--- src/rtl/apb_regfile_slave.sv ---
// APB completer serving a bank of 32-bit byte-strobed registers with programmable wait states.
// Optional protection checking on the upper half of the bank is enabled by defining APB_SLV_PROT_EN.
module apb_regfile_slave #(
  parameter int          NUM_REGS    = 16,
  parameter logic [31:0] BASE_ADDR   = 32'h0000_0000,
  parameter int          WAIT_STATES = 0
) (
  input  logic                     pclk,
  input  logic                     preset,
  input  logic                     psel,
  input  logic                     penable,
  input  logic [31:0]              paddr,
  input  logic                     pwrite,
  input  logic [2:0]               pprot,
  input  logic [31:0]              pwdata,
  input  logic [3:0]               pstrb,
  output logic [31:0]              prdata,
  output logic                     pready,
  output logic                     pslverr,
  output logic [NUM_REGS*32-1:0]   reg_q
);

  localparam int          IDXW = $clog2(NUM_REGS);
  localparam logic [31:0] SPAN = 32'(NUM_REGS * 4);

  typedef enum logic [1:0] {
    IDLE,
    ACCESS,
    COMPLETE
  } state_t;

  state_t                        state_q, state_d;
  logic [31:0]                   addr_q, addr_d;
  logic [31:0]                   wdata_q, wdata_d;
  logic                          write_q, write_d;
  logic [3:0]                    strb_q, strb_d;
  logic [2:0]                    prot_q, prot_d;
  logic [3:0]                    wait_cnt_q, wait_cnt_d;
  logic                          pready_q, pready_d;
  logic                          pslverr_q, pslverr_d;
  logic [31:0]                   prdata_q, prdata_d;
  logic [NUM_REGS-1:0][31:0]     regs_q, regs_d;

  logic [32:0]                   diff;
  logic [31:0]                   offset;
  logic [IDXW-1:0]               idx;
  logic                          range_err;
  logic                          align_err;
  logic                          prot_err;
  logic                          acc_err;
  logic                          unused_prot;

  // 33-bit subtraction: the borrow bit flags addresses below the window
  assign diff      = {1'b0, addr_q} - {1'b0, BASE_ADDR};
  assign offset    = diff[31:0];
  assign idx       = offset[IDXW+1:2];
  assign range_err = diff[32] || (offset >= SPAN);
  assign align_err = |addr_q[1:0];

`ifdef APB_SLV_PROT_EN
  assign prot_err  = ~prot_q[0] & idx[IDXW-1];
`else
  assign prot_err  = 1'b0;
`endif

  assign acc_err     = range_err | align_err | prot_err;
  assign unused_prot = ^prot_q;

  always_comb begin
    state_d    = state_q;
    addr_d     = addr_q;
    wdata_d    = wdata_q;
    write_d    = write_q;
    strb_d     = strb_q;
    prot_d     = prot_q;
    wait_cnt_d = wait_cnt_q;
    pready_d   = 1'b0;
    pslverr_d  = 1'b0;
    prdata_d   = '0;
    regs_d     = regs_q;

    case (state_q)
      IDLE: begin
        if (psel && !penable) begin
          addr_d     = paddr;
          write_d    = pwrite;
          wdata_d    = pwdata;
          strb_d     = pstrb;
          prot_d     = pprot;
          wait_cnt_d = 4'(WAIT_STATES);
          state_d    = ACCESS;
        end
      end

      ACCESS: begin
        if (!psel) begin
          state_d = IDLE;
        end else if (wait_cnt_q != 4'd0) begin
          if (penable) begin
            wait_cnt_d = wait_cnt_q - 4'd1;
          end
        end else begin
          pready_d  = 1'b1;
          pslverr_d = acc_err;
          if (!acc_err) begin
            if (write_q) begin
              for (int unsigned n = 0; n < 4; n++) begin
                if (strb_q[n]) begin
                  regs_d[idx][8*n +: 8] = wdata_q[8*n +: 8];
                end
              end
            end else begin
              prdata_d = regs_q[idx];
            end
          end
          state_d = COMPLETE;
        end
      end

      COMPLETE: begin
        state_d = IDLE;
      end

      default: begin
        state_d = IDLE;
      end
    endcase
  end

  always_ff @(posedge pclk) begin
    if (preset) begin
      state_q    <= IDLE;
      addr_q     <= '0;
      wdata_q    <= '0;
      write_q    <= 1'b0;
      strb_q     <= '0;
      prot_q     <= '0;
      wait_cnt_q <= '0;
      pready_q   <= 1'b0;
      pslverr_q  <= 1'b0;
      prdata_q   <= '0;
      regs_q     <= '0;
    end else begin
      state_q    <= state_d;
      addr_q     <= addr_d;
      wdata_q    <= wdata_d;
      write_q    <= write_d;
      strb_q     <= strb_d;
      prot_q     <= prot_d;
      wait_cnt_q <= wait_cnt_d;
      pready_q   <= pready_d;
      pslverr_q  <= pslverr_d;
      prdata_q   <= prdata_d;
      regs_q     <= regs_d;
    end
  end

  assign prdata  = prdata_q;
  assign pready  = pready_q;
  assign pslverr = pslverr_q;
  assign reg_q   = regs_q;

endmodule

--- config.mk ---
export PLATFORM = sky130hd
export DESIGN_NAME = apb_regfile_slave
export DESIGN_NICKNAME = d
export VERILOG_FILES = /design/src/rtl/apb_regfile_slave.sv
export SDC_FILE = /design/constraint.sdc
export NUM_CORES = 1
export LEC_CHECK = 0
export ABC_AREA = 1
export CAP_MARGIN = 20
export CORE_AREA = 2 2 240 242
export CTS_BUF_LIST = sky130_fd_sc_hd__clkbuf_16
export CTS_CLUSTER_DIAMETER = 200
export DETAILED_ROUTE_END_ITERATION = 8
export DIE_AREA = 0 0 242 244
export DONT_BUFFER_PORTS = 1
export GPL_TIMING_DRIVEN = 0
export PLACE_DENSITY = 0.64
export SLEW_MARGIN = 20
export SYNTH_ARGS = -nofsm -noshare
export SYNTH_HDL_FRONTEND = slang
export SYNTH_SLANG_ARGS = --single-unit
--- constraint.sdc ---
create_clock -name pclk -period 1.93 [get_ports pclk]
set_clock_uncertainty 0.2 [all_clocks]
set_input_delay 0.193 -clock pclk [delete_from_list [all_inputs] [get_ports pclk]]
set_output_delay 0.193 -clock pclk [all_outputs]
set_load 0.02 [all_outputs]
# After elaboration in Yosys (flattened, before gate mapping)
# Cells that the tools add are included.
# word_totals
latch_bits	0
ram_bits	0
word_cells	97
romBits	0
memories	0
output_inout_bits	546
input_bits	76
ff_bits	621
# op_classes
n_lt_le_gt_ge	3
n_eq_ne	6
mux	43
multipliers	0
n_div	0
add_sub_neg	1
n_bitwise	5
n_shift	0
n_reduce_logical	14
# ops
op	count
two-way mux 512 bit	19
bitwise mux 512 bit	4
demux 32 bit (select 4 bit)	4
binary-select mux 32 bit (select 4 bit)	1
two-way mux 32 bit	2
>= comparator 32 x 7 -> 1 bit, second input constant	1
two-way mux 24 bit	1
two-way mux 16 bit	1
two-way mux 4 bit	4
AND reduction 5 bit	2
two-way mux 8 bit	1
!= test 2 bit, second input constant	4
case mux 4 bit (2 select lines)	1
two-way mux 2 bit	3
OR reduction 6 bit	1
less-than comparator 4 x 5 -> 1 bit, second input constant	1
>= comparator 4 x 1 -> 1 bit, second input constant	1
NOT 1 bit	4
case mux 2 bit (2 select lines)	1
AND reduction 2 bit	2
nonzero test 4 bit	1
OR reduction 4 bit	1
subtractor 4 x 1 -> 4 bit, second input constant	1
!= test 3 bit, second input constant	1
9 further kinds	10

# Longest topological paths before layout
# Gate-level depths: netlist of the first run.
# depth
ltp_word	27
mapped_depth	12

# Worst setup path before layout of the first run
# Ideal clock, no wire load.
# synth_timing
kind	register to register
start	register wait_cnt_q[0]
end	register regs_q, in the netlist reg_q[75]
path_buffers	2
path_slack_ps	-137
stages_incl_launch_ff	12
t_required_ps	1617
setup_time_ps	113
arrival_time_ps	1754
period_less_slack_ps	2067
cell_sequence	dfxtp_1 inv_1 ha_1 nand2_1 nor2_2 nand3_2 nor2_1 buf_4 buf_4 nand3_1 nand2_1 nor2_1
# synth_via
elab_chain_cells	3
# synth_lines
item	line_no	source
from (decl)	38	logic [3:0] wait_cnt_q, wait_cnt_d;
from (signal assigned)	150	wait_cnt_q <= wait_cnt_d;
nonzero test 4 bit	98	end else if (wait_cnt_q != 4'd0) begin
NOT 1 bit (no line)	--	
AND reduction 5 bit (no line)	--	
to (signal assigned)	154	regs_q <= regs_d;
to (decl)	42	logic [NUM_REGS-1:0][31:0] regs_q, regs_d;
# No other way between the ends.
# A chain may end at the register's enable or synchronous reset.

# Worst setup path in the final report of the first run
# layout_timing
start	register addr_q[30]
end	register regs_q, in the netlist reg_q[202]
# layout_via
elab_chain_cells	4
# layout_lines
item	line_no	source
from (decl)	33	logic [31:0] addr_q, addr_d;
from (signal assigned)	145	addr_q <= addr_d;
>= comparator 32 x 7 -> 1 bit	57	assign range_err = diff[32] || (offset >= SPAN);
bitwise OR 1 bit	66	assign acc_err = range_err | align_err | prot_err;
NOT 1 bit (no line)	--	
AND reduction 5 bit (no line)	--	
# No other way between the ends.

==> results.json, run 1 <==
{
  "fp.coreArea_sq_mm": 0.0562,
  "wl_um": 142000,
  "ys_ff_latch": 621,
  "reg2reg_depth": 15,
  "clockPowerShare_pct": 44.1,
  "setup_ws_ns": -0.490,
  "async_flop_share_pct": 0,
  "status": "complete, but fails checks",
  "root_buffer": "clkbuf_16",
  "ant_nets": 0,
  "synth_cells": 4054,
  "detail_route.wl_per_cell_um": 27.8,
  "r2r_setup_slack_ns": -0.49,
  "worstHoldPathCells": 3,
  "synthXorXnorAreaFrac_pct": 0,
  "cap_violations": 0,
  "seqPwrFrac_pct": 45.3,
  "syn_nets": 4132,
  "muxShareOfSynthArea_pct": 0,
  "totalPowerFinal_uw": 28700,
  "track_usage_pct": 45.2,
  "antenna_found_initial": 10,
  "yosys_warnings": 0,
  "swShare_pct": 28.0,
  "cp_cell_sequence": "nor2_2, nand2_1, nor2_1, nand2_2, nor2_8, buf_12, nand3_4, buf_6, nor2_4, buf_6, buf_12, clkbuf_16, nand3_2, nand2_1, nor2_1",
  "drtIter0Drc": 3838,
  "post-route-period-util_pct": 125,
  "layout.nets": 4377,
  "yosysSeqAreaShare_pct": 44.6,
  "path_max_fanout": 6,
  "htreeDepth": 3,
  "cts_buffers": 70,
  "yosysUniqueCellTypes": 28,
  "max-vdd-ir-drop_mv": 0.753,
  "post-dp-hpwl_um": 105000,
  "clock_latency_ns": 0.63,
  "clock_sinks": 621,
  "io_pins": 622,
  "port_buffers": 0,
  "synth-edff-count": 0,
  "critical_path_required_ns": 2.25,
  "p_int_uw": 20600,
  "fp.dieW_um": 242,
  "synth-main-ff-cell": "dfxtp_1",
  "slowest_delay_ns": 0.34,
  "die_y_um": 244,
  "synth_top_family_by_area": "simple AND/OR/NAND/NOR gates",
  "synth_compound_area_share_pct": 6.91,
  "slew_violations": 0,
  "drt-pass1-iter-count": 6,
  "grt_pass1_vias": 27800,
  "p_leak_uw": 0.0134,
  "initial_core_util_pct": 49.6,
  "drive_gt1_share_pct": 18.6,
  "grt_start_max_net_pins": 13,
  "vias": 31400,
  "endpoint_kind": "flop",
  "fin_crit_ns": 2.42,
  "cp-start-kind": "flop",
  "violations": "negative setup slack",
  "maxSlewHeadroom_pct": 27.3,
  "hp-start": "paddr[31]",
  "row_count": 87,
  "powerDensity_mw_per_mm2": 793,
  "via_per_inst": 6.14,
  "r2r_start": "addr_q[30]$_SDFFE_PP0P_",
  "pwr-share-comb_pct": 10.6,
  "path_class": "reg2reg",
  "synth_top_area_cell": "dfxtp_1",
  "synth_top_area_share_pct": 44.6,
  "setup_viol": 565,
  "cp.arrival_ns": 2.74,
  "synth-adder-area-share_pct": 0.0898,
  "timing.fmax_ghz": 0.413,
  "yosys.area_share.simple_pct": 42.3,
  "ys_top_cells_by_area": "dfxtp_1, nor2_1, nand3_1, nand2_1, a22oi_1",
  "clkSlewWorstSetupHoldPaths_ns": 0.06,
  "dieArea_sq_mm": 0.0590,
  "hold_path.class": "in2reg",
  "avgSynthCellArea_sq_um": 6.87,
  "area_growth_pct": 29.7,
  "crit_slowest_cell": "dfxtp_2",
  "grt_pass1_wl_um": 197000,
  "grt_overflow": 0,
  "whs_endpoint": "addr_q[31]$_SDFFE_PP0P_",
  "worst_hold_slack_ns": 0.0638,
  "hold_viol": 0,
  "tightest_slew_ns": 1.09,
  "rr_endpoint": "reg_q[202]$_SDFFE_PP0P_",
  "post-route-drc-count": 0,
  "cts_buffer_depth": 3,
  "tritoncts": "yes",
  "p_switching_uw": 8020,
  "gp_congestion": 1.00,
  "rsz0062_at_grt": "true",
  "syn_area_sq_mm": 0.0279
}
[final cells by class]
class / count / area (sq um)
Antenna cell: 6 / 15.0
Tap cell: 756 / 946
Timing Repair Buffer: 179 / 2510
Fill cell: 5185 / 20000
Clock buffer: 73 / 1830
Inverter: 68 / 263
Buffer: 313 / 2150
Multi-Input combinational cell: 3046 / 15700
Sequential cell: 621 / 12400
Clock inverter: 51 / 251
[stage by stage]
stage / area, sq um / TNS, ns / utilization (%) / instances / setup slack [ns]
floorplan: 27900 / 0 / - / 4054 / 0.00608
CTS: 35000 / -167.40 / 62.3 / 5087 / -0.396
finish: 36100 / -204.90 / 64.3 / 5113 / -0.490
global route: 36100 / -251.91 / 64.3 / 5108 / -0.562
detailed placement: 28800 / -395.22 / 51.3 / 4810 / -1.22
global placement: 28800 / -388.57 / 51.3 / 4810 / -1.21
[cells by family (layout without fill, tap and decap cells)]
| group | Yosys count | count (layout) |
|---|---|---|
| AO/OA/AOI/OAI | 304 | 304 |
| adder cells (fa/ha/maj) | 2 | 2 |
| buffers and inverters | 387 | 684 |
| flip-flops | 621 | 621 |
| other | 0 | 6 |
| AND/OR/NAND/NOR | 2740 | 2740 |
[worst max-delay path, delay by kind of cell, from the launching register on]
kind,cells,cell delay [ns]
flops,1,0.34
buf+inv,5,0.72
simple gates,10,1.03
[power by group through the flow]
stage / registers (uW) / logic [uW] / clock network (uW)
floorplan: 13300 / 1350 / 0
global placement: 13300 / 2290 / 0
detailed placement: 13300 / 2290 / 0
CTS: 13000 / 2830 / 12500
global route: 13000 / 3120 / 13100
finish: 13000 / 3040 / 12600
[per-layer routing]
layer | share of wire (%) | track usage, %
met2 | 43 | 69.4
met1 | 37 | 56.1
met4 | 6.6 | 23.7
met5 | 0.040 | 0
met3 | 14 | 15.8
[worst max path at each step]
stage,end,slack [ns],startpoint
after detailed placement,reg_q[410]$_SDFFE_PP0P_,-1.22,addr_q[5]$_SDFFE_PP0P_
final,reg_q[202]$_SDFFE_PP0P_,-0.49,addr_q[30]$_SDFFE_PP0P_
after CTS,reg_q[95]$_SDFFE_PP0P_,-0.40,addr_q[19]$_SDFFE_PP0P_
after floorplan,reg_q[75]$_SDFFE_PP0P_,0.006,wait_cnt_q[0]$_SDFFE_PP0P_
after global placement,prdata[1]$_SDFF_PP0_,-1.21,addr_q[3]$_SDFFE_PP0P_
after global routing,reg_q[202]$_SDFFE_PP0P_,-0.56,addr_q[30]$_SDFFE_PP0P_
[cell usage in the layout (no fill, tap or decap), drive strengths merged]
master / instances
a31oi: 64
buf: 172
nor2: 1232
inv: 58
clkbuf: 320
diode: 6
a21oi: 42
o21ai: 69
and3: 1
a22oi: 128
dlygate4sd3: 72
nand2: 628
dfxtp: 621
clkinv: 59
a211oi: 1
nor3: 38
clkinvlp: 1
nor4: 1
bufinv: 1
and2: 1
ha: 2
bufbuf: 1
nand4: 4
nand3: 835
[Yosys cell counts (9+ instances only)]
cell type and n:
a21oi_1 42, a22oi_1 128, a31oi_1 64, buf_1 19
buf_2 9, buf_4 58, clkbuf_1 231, clkinv_1 33
dfxtp_1 621, inv_1 11, inv_2 24, nand2_1 628
nand3_1 834, nor2_1 1186, nor2_4 41, nor3_1 38
o21ai_0 69
[registers in the layout (all words and copies together) (netlist names)]
name / cells
addr_q: 32
prdata: 32
pready: 1
pslverr: 1
reg_q: 512
state_q: 2
strb_q: 4
wait_cnt_q: 4
wdata_q: 32
write_q: 1
[repair_timing]
action                                  4_1_cts  5_1_grt
setup buffers                                61       17
hold buffers                                 72        0
hold endpoints to repair                     97        0
cloned                                       20       14
resized for setup                           601      194
endpoints found under the setup margin      616      588
pin swaps                                   169       62
No activity file was read; power rests on OpenSTA's default activity.
==> run 2: changes to the inputs <==
- CAP_MARGIN: 20 -> 15
- GPL_TIMING_DRIVEN: 0 -> 1
==> results.json, run 2 (synthesized netlist as in run 1, its figures left out) <==
{
  "status": "complete, but fails checks",
  "violations": "negative setup slack",
  "maxSlewHeadroom_pct": 56.6,
  "p_switching_uw": 7530,
  "path_max_fanout": 8,
  "drtIter0Drc": 3690,
  "grt_start_max_net_pins": 129,
  "die_y_um": 244,
  "root_buffer": "clkbuf_16",
  "cp.arrival_ns": 2.54,
  "via_per_inst": 5.87,
  "fp.dieW_um": 242,
  "dieArea_sq_mm": 0.0590,
  "drt-pass1-iter-count": 6,
  "powerDensity_mw_per_mm2": 773,
  "io_pins": 622,
  "layout_commonest_cell": "nor2_1",
  "p_int_uw": 20700,
  "rsz0062_at_grt": "true",
  "layout.nets": 4472,
  "cp-start-kind": "flop",
  "p_leak_uw": 0.0144,
  "hold_path.class": "in2reg",
  "endpoint_kind": "flop",
  "path_class": "reg2reg",
  "ff_latch_area_sq_mm": 0.0124,
  "htreeDepth": 3,
  "setup_viol": 548,
  "mostFrequentLayoutCells": "nor2_1, nand3_1, nand2_1, dfxtp_1, buf_4",
  "grt_pass1_vias": 27200,
  "swShare_pct": 26.7,
  "critical_path_required_ns": 2.28,
  "grt_overflow": 0,
  "antenna_found_initial": 6,
  "post-route-period-util_pct": 114,
  "detail_route.wl_per_cell_um": 24.0,
  "tightest_slew_ns": 0.651,
  "wl_um": 125000,
  "hold_viol": 0,
  "max-vdd-ir-drop_mv": 0.694,
  "totalPowerFinal_uw": 28200,
  "crit_buf_inv": 3,
  "clockPowerShare_pct": 44.0,
  "slew_violations": 0,
  "vias": 30500,
  "pwr-share-comb_pct": 9.9,
  "largest_reg_flops": 512,
  "clkSlewWorstSetupHoldPaths_ns": 0.06,
  "fin_crit_ns": 2.19,
  "ant_nets": 0,
  "post-dp-hpwl_um": 87500,
  "cts_buffers": 69,
  "cts_buffer_depth": 3,
  "path_delay_family": "simple AND/OR/NAND/NOR gates",
  "port_buffers": 0,
  "timing.fmax_ghz": 0.456,
  "gp_congestion": 0.976,
  "area_growth_pct": 30.9,
  "seqPwrFrac_pct": 46.1,
  "clock_latency_ns": 0.62,
  "fp.coreArea_sq_mm": 0.0562,
  "post-route-drc-count": 0,
  "slowest_delay_ns": 0.32,
  "clock_sinks": 621,
  "drive_gt1_share_pct": 18.7,
  "cap_violations": 0,
  "tritoncts": "yes",
  "initial_core_util_pct": 49.6,
  "multi_input_area_sq_mm": 0.0145,
  "track_usage_pct": 39.6,
  "row_count": 87,
  "fill_cells": 5140,
  "grt_pass1_wl_um": 179000,
  "setup_ws_ns": -0.263,
  "crit_slowest_cell": "dfxtp_1",
  "post-route-util_pct": 64.9,
  "cp_cell_sequence": "inv_1, ha_1, nand2_1, nor2_4, buf_4, nand4_4, clkbuf_16, nor2_4, nor2_1, nor2_1"
}
[run 2: cell types whose count changed in the layout (fill, tap and decap cells not counted), moves of 18 or more]
cell,previous run,this run
a22oi_1,63,123
a22oi_2,65,5
a31oi_1,43,61
buf_12,42,87
buf_4,32,367
buf_6,45,26
buf_8,29,9
clkbuf_1,140,0
clkbuf_2,46,0
clkbuf_4,31,0
nand3_1,665,800
nand3_2,163,32
nor2_1,1108,1088
nor2_2,30,62
[run 2: metal layers]
layer | GRT usage (%) | part of all wire, %
met5 | 0 | 0.033
met3 | 15.1 | 14
met2 | 59.5 | 43
met4 | 13.8 | 4.2
met1 | 52.0 | 39
[run 2: final timing paths]
check	start	end	slack [ns]	cells after the start
min	paddr[15]	addr_q[15]$_SDFFE_PP0P_	0.1	3
max reg2reg	wait_cnt_q[0]$_SDFFE_PP0P_	reg_q[282]$_SDFFE_PP0P_	-0.26	10
min reg2reg	wdata_q[31]$_SDFFE_PP0P_	wdata_q[31]$_SDFFE_PP0P_	0.24	2
max	wait_cnt_q[0]$_SDFFE_PP0P_	reg_q[282]$_SDFFE_PP0P_	-0.26	10
[run 2: area by class of cell]
cell class,count,area share [%]
timing repair buffer,588,17.2
antenna,3,0.0206
tap,756,2.59
sequential,621,34.1
clock buffer,70,4.80
inverter,68,0.727
multi-input combinational,3046,39.7
clock inverter,53,0.820
[run 2: through the flow]
stage,area [sq um],TNS (ns),setup slack [ns],cells,hold WS [ns]
floorplan,27900,0,0.00608,4054,0.0654
global placement,32100,-112.94,-0.270,4967,0.0748
detailed placement,32100,-128.07,-0.334,4967,0.0747
CTS,35200,-63.02,-0.175,5175,0.0641
global route,36500,-150.00,-0.350,5204,0.104
finish,36500,-97.65,-0.263,5205,0.0962
[run 2: repair_timing]
item	4_1_cts	5_1_grt
hold buffers	76	0
endpoints found under the hold margin	521	0
buffers inserted	8	13
gates cloned	1	15
setup endpoints to repair	547	552
gates resized for setup	44	182
pin swaps	15	139
[run 2: tightest hold or removal path, cell delays in order]
cell	delay [ns]
dlygate4sd3_1	0.53
o21ai_0	0.08
nor2_1	0.07
[run 2: power groups by stage]
| stage | clock, uW | sequential, uW | combinational, uW |
|---|---|---|---|
| CTS | 12400 | 13000 | 2650 |
| detailed placement | 0 | 13300 | 2470 |
| global route | 12900 | 13000 | 2950 |
| floorplan | 0 | 13300 | 1350 |
| global placement | 0 | 13300 | 2460 |
| finish | 12400 | 13000 | 2810 |
